## config.mk

```make
export PLATFORM = sky130hd
export DESIGN_NAME = cordic_sincos_unit_flat
export DESIGN_NICKNAME = d
export VERILOG_FILES = /design/src/rtl/cordic_sincos_unit_if.sv /design/src/rtl/cordic_sincos_unit.sv /design/src/flat_wrapper.sv
export SDC_FILE = /design/constraint.sdc
export NUM_CORES = 1
export LEC_CHECK = 0
export ABC_AREA = 1
export CAP_MARGIN = 30
export CELL_PAD_IN_SITES_DETAIL_PLACEMENT = 1
export CELL_PAD_IN_SITES_GLOBAL_PLACEMENT = 1
export CORE_MARGIN = 3
export CORE_UTILIZATION = 44
export DETAILED_ROUTE_END_ITERATION = 8
export PLACE_DENSITY = 0.93
export SLEW_MARGIN = 20
export SYNTH_ARGS = -nofsm -noshare
export SYNTH_HDL_FRONTEND = slang
export SYNTH_SLANG_ARGS = --single-unit
```

## constraint.sdc

```tcl
create_clock -name clk -period 5.3 [get_ports clk]
set_clock_uncertainty 0.1 [all_clocks]
set_input_delay 1.06 -clock clk [delete_from_list [all_inputs] [get_ports clk]]
set_output_delay 1.06 -clock clk [all_outputs]
set_load 0.02 [all_outputs]
```

## src/rtl/cordic_sincos_unit_if.sv

```systemverilog
// -----------------------------------------------------------------------------
// cordic_sincos_unit_if
// Request/response bundle for cordic_sincos_unit.
//   clk_en             : clock enable, everything in the unit advances only when high
//   start / theta      : request strobe and signed angle, Q3.(WIDTH-3) radians
//   busy / done        : request in flight / one-enabled-cycle result pulse
//   cos_out / sin_out  : signed results, Q2.(WIDTH-2), held until the next done
//   input_invalid_flag : theta was outside [-pi, pi], held until the next done
//   overrun            : only with CORDIC_OVERRUN_EN; sticky "start while busy"
// Modports: master drives requests, slave is the unit.
// -----------------------------------------------------------------------------
interface cordic_sincos_unit_if #(
  parameter int WIDTH = 19
);
  logic             clk_en;
  logic             start;
  logic [WIDTH-1:0] theta;
  logic             busy;
  logic             done;
  logic [WIDTH-1:0] cos_out;
  logic [WIDTH-1:0] sin_out;
  logic             input_invalid_flag;
`ifdef CORDIC_OVERRUN_EN
  logic             overrun;
`endif

  modport master (
    output clk_en,
    output start,
    output theta,
    input  busy,
    input  done,
    input  cos_out,
    input  sin_out,
    input  input_invalid_flag
`ifdef CORDIC_OVERRUN_EN
    ,
    input  overrun
`endif
  );

  modport slave (
    input  clk_en,
    input  start,
    input  theta,
    output busy,
    output done,
    output cos_out,
    output sin_out,
    output input_invalid_flag
`ifdef CORDIC_OVERRUN_EN
    ,
    output overrun
`endif
  );
endinterface

```

## src/rtl/cordic_sincos_unit.sv

```systemverilog
// -----------------------------------------------------------------------------
// cordic_sincos_unit
// Iterative rotation-mode CORDIC returning sin and cos of one angle together.
// The angle (Q3.(WIDTH-3), full range [-pi, pi]) is folded into [-pi/2, pi/2]
// before rotating; results are negated back when folded. Out-of-range angles
// skip rotation and finish on the first enabled edge with zero results.
//
// Parameters:
//   WIDTH : angle/result width, 12..32
//   ITER  : iterations, 4..min(WIDTH-2, 31)
// Ports:
//   clk   : clock
//   reset : asynchronous, active-high reset
//   bus   : cordic_sincos_unit_if.slave (clk_en, start, theta, busy, done,
//           cos_out, sin_out, input_invalid_flag[, overrun])
// Optional feature macro: CORDIC_OVERRUN_EN adds the sticky overrun output.
// -----------------------------------------------------------------------------
module cordic_sincos_unit #(
  parameter int WIDTH = 19,
  parameter int ITER  = 16
) (
  input logic                 clk,
  input logic                 reset,
  cordic_sincos_unit_if.slave bus
);

  localparam int SH = 32 - WIDTH;

  localparam logic [1:0] ST_IDLE   = 2'd0;
  localparam logic [1:0] ST_ROTATE = 2'd1;
  localparam logic [1:0] ST_FINISH = 2'd2;

  localparam logic [4:0] ITER_LAST = 5'(ITER - 1);

  // atan(2^-i) in Q3.29
  localparam logic [31:0] ATAN_TAB [0:31] = '{
    32'h1921FB54, 32'h0ED63383, 32'h07D6DD7E, 32'h03FAB753,
    32'h01FF55BB, 32'h00FFEAAE, 32'h007FFD55, 32'h003FFFAB,
    32'h001FFFF5, 32'h000FFFFF, 32'h00080000, 32'h00040000,
    32'h00020000, 32'h00010000, 32'h00008000, 32'h00004000,
    32'h00002000, 32'h00001000, 32'h00000800, 32'h00000400,
    32'h00000200, 32'h00000100, 32'h00000080, 32'h00000040,
    32'h00000020, 32'h00000010, 32'h00000008, 32'h00000004,
    32'h00000002, 32'h00000001, 32'h00000000, 32'h00000000
  };

  // Narrow a 32-bit constant by SH fractional bits: arithmetic shift, round half up.
  function automatic logic signed [WIDTH:0] shift_q(input logic [31:0] c);
    logic signed [33:0] t;
    t = $signed({{2{c[31]}}, c});
    if (SH > 0) t = (t + (34'sd1 <<< (SH - 1))) >>> SH;
    return t[WIDTH:0];
  endfunction

  localparam logic signed [WIDTH:0] PI_Z  = shift_q(32'h6487ED51);
  localparam logic signed [WIDTH:0] PI2_Z = shift_q(32'h3243F6A9);
  localparam logic signed [WIDTH:0] K_Z   = shift_q(32'h26DD3B6A);

  localparam logic signed [WIDTH+1:0] SAT_MAX = {3'b000, {(WIDTH-1){1'b1}}};
  localparam logic signed [WIDTH+1:0] SAT_MIN = {3'b111, {(WIDTH-1){1'b0}}};

  function automatic logic [WIDTH-1:0] sat(input logic signed [WIDTH+1:0] v);
    logic signed [WIDTH+1:0] r;
    if (v > SAT_MAX)      r = SAT_MAX;
    else if (v < SAT_MIN) r = SAT_MIN;
    else                  r = v;
    return r[WIDTH-1:0];
  endfunction

  logic [1:0]               r_state;
  logic                     r_busy;
  logic                     r_done;
  logic [WIDTH-1:0]         r_cos;
  logic [WIDTH-1:0]         r_sin;
  logic                     r_inv_flag;
  logic signed [WIDTH+1:0]  r_x;
  logic signed [WIDTH+1:0]  r_y;
  logic signed [WIDTH:0]    r_z;
  logic [4:0]               r_iter;
  logic                     r_neg;
  logic                     r_invalid;
`ifdef CORDIC_OVERRUN_EN
  logic                     r_overrun;
`endif

  logic signed [WIDTH:0]    w_theta;
  logic                     w_invalid;
  logic signed [WIDTH:0]    w_z0;
  logic                     w_neg;
  logic                     w_accept;
  logic signed [WIDTH:0]    w_atan;
  logic signed [WIDTH+1:0]  w_x_sh;
  logic signed [WIDTH+1:0]  w_y_sh;
  logic signed [WIDTH+1:0]  w_x_fin;
  logic signed [WIDTH+1:0]  w_y_fin;

  assign w_theta   = $signed({bus.theta[WIDTH-1], bus.theta});
  assign w_invalid = (w_theta > PI_Z) || (w_theta < -PI_Z);
  assign w_accept  = bus.start & ~r_busy;

  // Fold into [-pi/2, pi/2]; a half-turn shift flips the sign of both results.
  always_comb begin
    w_z0  = w_theta;
    w_neg = 1'b0;
    if (w_theta > PI2_Z) begin
      w_z0  = w_theta - PI_Z;
      w_neg = 1'b1;
    end else if (w_theta < -PI2_Z) begin
      w_z0  = w_theta + PI_Z;
      w_neg = 1'b1;
    end
  end

  assign w_atan  = shift_q(ATAN_TAB[r_iter]);
  assign w_x_sh  = r_x >>> r_iter;
  assign w_y_sh  = r_y >>> r_iter;
  assign w_x_fin = r_neg ? -r_x : r_x;
  assign w_y_fin = r_neg ? -r_y : r_y;

  always_ff @(posedge clk or posedge reset) begin
    if (reset) begin
      r_state    <= ST_IDLE;
      r_busy     <= 1'b0;
      r_done     <= 1'b0;
      r_cos      <= '0;
      r_sin      <= '0;
      r_inv_flag <= 1'b0;
      r_x        <= '0;
      r_y        <= '0;
      r_z        <= '0;
      r_iter     <= '0;
      r_neg      <= 1'b0;
      r_invalid  <= 1'b0;
`ifdef CORDIC_OVERRUN_EN
      r_overrun  <= 1'b0;
`endif
    end else if (bus.clk_en) begin
`ifdef CORDIC_OVERRUN_EN
      if (bus.start && r_busy) r_overrun <= 1'b1;
      else if (w_accept)       r_overrun <= 1'b0;
`endif
      case (r_state)
        ST_IDLE: begin
          r_done <= 1'b0;
          if (w_accept) begin
            r_x       <= {K_Z[WIDTH], K_Z};
            r_y       <= '0;
            r_z       <= w_z0;
            r_iter    <= '0;
            r_neg     <= w_neg;
            r_invalid <= w_invalid;
            r_busy    <= 1'b1;
            r_state   <= w_invalid ? ST_FINISH : ST_ROTATE;
          end
        end
        ST_ROTATE: begin
          // Rotate toward z = 0: positive residual angle turns counter-clockwise.
          if (!r_z[WIDTH]) begin
            r_x <= r_x - w_y_sh;
            r_y <= r_y + w_x_sh;
            r_z <= r_z - w_atan;
          end else begin
            r_x <= r_x + w_y_sh;
            r_y <= r_y - w_x_sh;
            r_z <= r_z + w_atan;
          end
          r_iter <= r_iter + 5'd1;
          if (r_iter == ITER_LAST) r_state <= ST_FINISH;
        end
        ST_FINISH: begin
          r_cos      <= r_invalid ? '0 : sat(w_x_fin);
          r_sin      <= r_invalid ? '0 : sat(w_y_fin);
          r_inv_flag <= r_invalid;
          r_done     <= 1'b1;
          r_busy     <= 1'b0;
          r_state    <= ST_IDLE;
        end
        default: r_state <= ST_IDLE;
      endcase
    end
  end

  assign bus.busy               = r_busy;
  assign bus.done               = r_done;
  assign bus.cos_out            = r_cos;
  assign bus.sin_out            = r_sin;
  assign bus.input_invalid_flag = r_inv_flag;
`ifdef CORDIC_OVERRUN_EN
  assign bus.overrun            = r_overrun;
`endif

endmodule
```

## src/flat_wrapper.sv

```systemverilog
// flat-port wrapper written by rule: the top's interface ports become plain ports
module cordic_sincos_unit_flat 
#(
  parameter int WIDTH = 19,
  parameter int ITER  = 16
)
  (clk, reset, bus_clk_en, bus_start, bus_theta, bus_busy, bus_done, bus_cos_out, bus_sin_out, bus_input_invalid_flag);
  cordic_sincos_unit_if #(.WIDTH(WIDTH)) bus_i ();
  input logic clk;
  input logic reset;
  input wire logic [$bits(bus_i.clk_en)-1:0] bus_clk_en;
  input wire logic [$bits(bus_i.start)-1:0] bus_start;
  input wire logic [$bits(bus_i.theta)-1:0] bus_theta;
  output wire logic [$bits(bus_i.busy)-1:0] bus_busy;
  output wire logic [$bits(bus_i.done)-1:0] bus_done;
  output wire logic [$bits(bus_i.cos_out)-1:0] bus_cos_out;
  output wire logic [$bits(bus_i.sin_out)-1:0] bus_sin_out;
  output wire logic [$bits(bus_i.input_invalid_flag)-1:0] bus_input_invalid_flag;
  assign bus_i.clk_en = bus_clk_en;
  assign bus_i.start = bus_start;
  assign bus_i.theta = bus_theta;
  assign bus_busy = bus_i.busy;
  assign bus_done = bus_i.done;
  assign bus_cos_out = bus_i.cos_out;
  assign bus_sin_out = bus_i.sin_out;
  assign bus_input_invalid_flag = bus_i.input_invalid_flag;
  cordic_sincos_unit #(.WIDTH(WIDTH), .ITER(ITER)) u_core (.clk(clk), .reset(reset), .bus(bus_i));
endmodule
```

==> impl_results.md <==
- Status: finished, final reports clean
- Period utilization: between 90% and 100%
- Vias in the first global route: ~16k
- Avg Inst Size Synth: a little over 6 sq um
- Initial Util: 45.4%
- Avg WL per Cell: just under 20 microns
- IO buf count: 63
- H-Tree Depth: 3
- Die area: between 30000 and 40000 sq um
- Clock latency at the later pin of the worst-skew pair: approximately 0.40 ns
- Post-DP HPWL: between 30 and 40 mm
- Root Driver: clkbuf_16
- Top post-synthesis cells by area: dfrtp_1 (21%), nand2_1 (17%), nand3_1 (8.1%)
- MaxCap Viol Count: 0
- Fillers: 4033
- # diodes: 0
- CTS buffer count: 9
- Worst EP required: approximately 5.5 ns
- ANT nets after route: 0
- Antenna violations before repair: 0
- Dominant cell type by area after synthesis: dfrtp_1
- Minimum clock period: 5.01 ns
- Most common cell in the synthesized netlist: nand2_1
- Syn Nets: around 2.3k
- Post-synth EDFFs: 0
- First-pass iteration count of the detailed router: 5
- Worst Path Max Fanout: 30
- First-pass GRT wire length: just over 80 mm
- DRC: 0
- Hold Crit Depth: 2
- Commonest cells in the netlist: nand2_1 (588), nand3_1 (214), nor2_1 (199)
- Post-Route Utilization: between 40 and 50%
- Slew headroom: a little over a third
- P&R area growth vs syn: 9.72%
- CP peak stage delay: ~0.5 ns
- Final wirelength: 49.9 mm
- Hold Violations, Final: 0
- Post-synthesis register bit count: 112
- Nets: about 2.3k
- Critical path data arrival time: a little over 5 ns
- Gr ovfl total: 0
- Synth Flop Type: dfrtp_1
- Clock Sink Count: roughly 110
- Synthesized cell area: 13300 sq um
- Gr usage total: about 30%
- Ys Warns: 0
- Max frequency: 0.199 GHz
- Gpl congestion: between 1 and 1.5
- Share of the synthesized area in the top cell type: 21.1%
- CP dominant cell by count: nand2_1
- Cells after Synth: around 2.2k
- Crit path max-delay cell type: dfrtp_2
- CP Capture Type: flop
- Cts hold-fix bufs: 0
- Slew Viols, Final: 0
- IO Pins: 64
- Core Area: ~29000 sq um
- Chip width: around 180 microns
- Critical path class: reg2reg
- Via/cell ratio: 5.93
- Fraction of layout cells with a size suffix above 1: between 5 and 6%
- Endpoints failing setup: 0
- Row Count: between 60 and 70
- Slew @ Worst Pin: 0.956 ns
- Die Ht: ~180 microns
- Ys async rst share: 100%
- Post-synthesis sequential area ratio: 21.1%
- CTS clk-pin slew, worst paths: around 0.09 ns
- Library cells used by synthesis: 49
- Iteration-0 DRC Markers: between 1k and 1.5k
- Path depth of the worst reg2reg path: 30
- Routed via count: about 15k
- CTS tree: yes
- Clock Tree Buf Depth: 2
- Largest net degree at the start of global routing: between 60 and 70
- Hold WC Path Type: reg2reg
- Worst setup SP type: flop
-- worst max-delay path: cells and delay by family (launching register included) --
family | cells | cell delay, ns
flops | 1 | 0.49
xor+xnor | 1 | 0.15
buf+inv | 4 | 0.58
simple gates | 17 | 1.93
compound gates | 6 | 1.01
fa+ha+maj | 2 | 0.59
-- layout make-up --
class | instances | area [sq um] | share of cell area, %
clock buffer | 10 | 239 | 1.64
clock inverter | 6 | 72.6 | 0.499
inverter | 210 | 796 | 5.47
multi-input combinational | 1752 | 9250 | 63.6
sequential | 112 | 2810 | 19.3
tap | 384 | 480 | 3.30
timing repair buffer | 94 | 901 | 6.19
-- state kept, by name (all words and copies together) (netlist names) --
name,flops
u_core.bus.sin_out,19
u_core.r_invalid,1
u_core.r_y,21
u_core.r_z,20
u_core.r_state,2
u_core.r_iter,5
u_core.bus.input_invalid_flag,1
u_core.bus.done,1
u_core.bus.cos_out,19
u_core.r_x,21
u_core.bus.busy,1
u_core.r_neg,1
-- cells by family (layout without fill, tap and decap cells) --
family	count (synthesis)	after routing	share of synthesized area, %
AO/OA/AOI/OAI	453	453	18.6
XOR/XNOR	99	99	6.54
adder cells (fa/ha/maj)	85	85	8.19
buffers and inverters	298	320	9.40
flip-flops	112	112	21.1
AND/OR/NAND/NOR	1115	1115	36.1
-- final timing paths --
kind / to / slack (ns) / start
min: u_core.bus.cos_out[16] / 0.40 / u_core.bus.cos_out[16]
min in group asynchronous: u_core.bus.sin_out[10] / 1.04 / reset
max reg2reg: u_core.r_x[19] / 0.29 / u_core.r_iter[0]
max: u_core.r_x[19] / 0.29 / u_core.r_iter[0]
max in group asynchronous: u_core.r_iter[0] / 3.13 / reset
min reg2reg: u_core.bus.cos_out[16] / 0.40 / u_core.bus.cos_out[16]
-- per-layer routing --
metal	global-route usage [%]	wire, microns	up-vias
met4	11.8	1800	0
met5	0	0	-
li1	-	-	7235
met2	53.1	24600	491
met3	3.48	2670	126
met1	37.3	20900	7385
-- layout by cell type, fill, tap and decap left out, types with 8 or more instances in the layout --
cell type	synthesis	final
clkdlybuf4s50_1	0	63
o31ai_1	8	8
nor2_1	199	197
a31oi_1	19	19
xor2_1	70	69
o21ai_1	39	40
nor2_2	15	16
nor3_1	24	24
a21oi_1	151	149
buf_4	12	27
o22ai_1	25	25
dfrtp_1	112	110
or2_2	13	13
nand2_1	588	587
clkbuf_16	0	10
o21ai_0	167	163
inv_1	198	197
nand4_1	26	26
nand2_2	8	9
o211ai_1	18	18
inv_2	9	8
ha_1	82	80
nand3_1	214	214
xnor2_1	29	29
-- metrics by stage --
step                instance area (sq um)  cells  setup slack, ns  hold WS, ns  setup TNS, ns
detailed placement                  14100   2549          -0.0352        0.382        -0.0352
finish                              14500   2568            0.287        0.402              0
floorplan                           13300   2162            0.785        0.355              0
global placement                    14100   2549            0.309        0.368              0
CTS                                 14500   2565           0.0937        0.403              0
global route                        14500   2568          -0.0347        0.437        -0.0347
-- timing repair --
action	CTS	global route
gates cloned	0	1
pin swaps	0	0
setup buffers	0	2
gates resized for setup	1	18
setup endpoints to repair	1	11
Power is not shown: default switching activity piles up to over one toggle a cycle in this logic, so the estimate is an artifact.
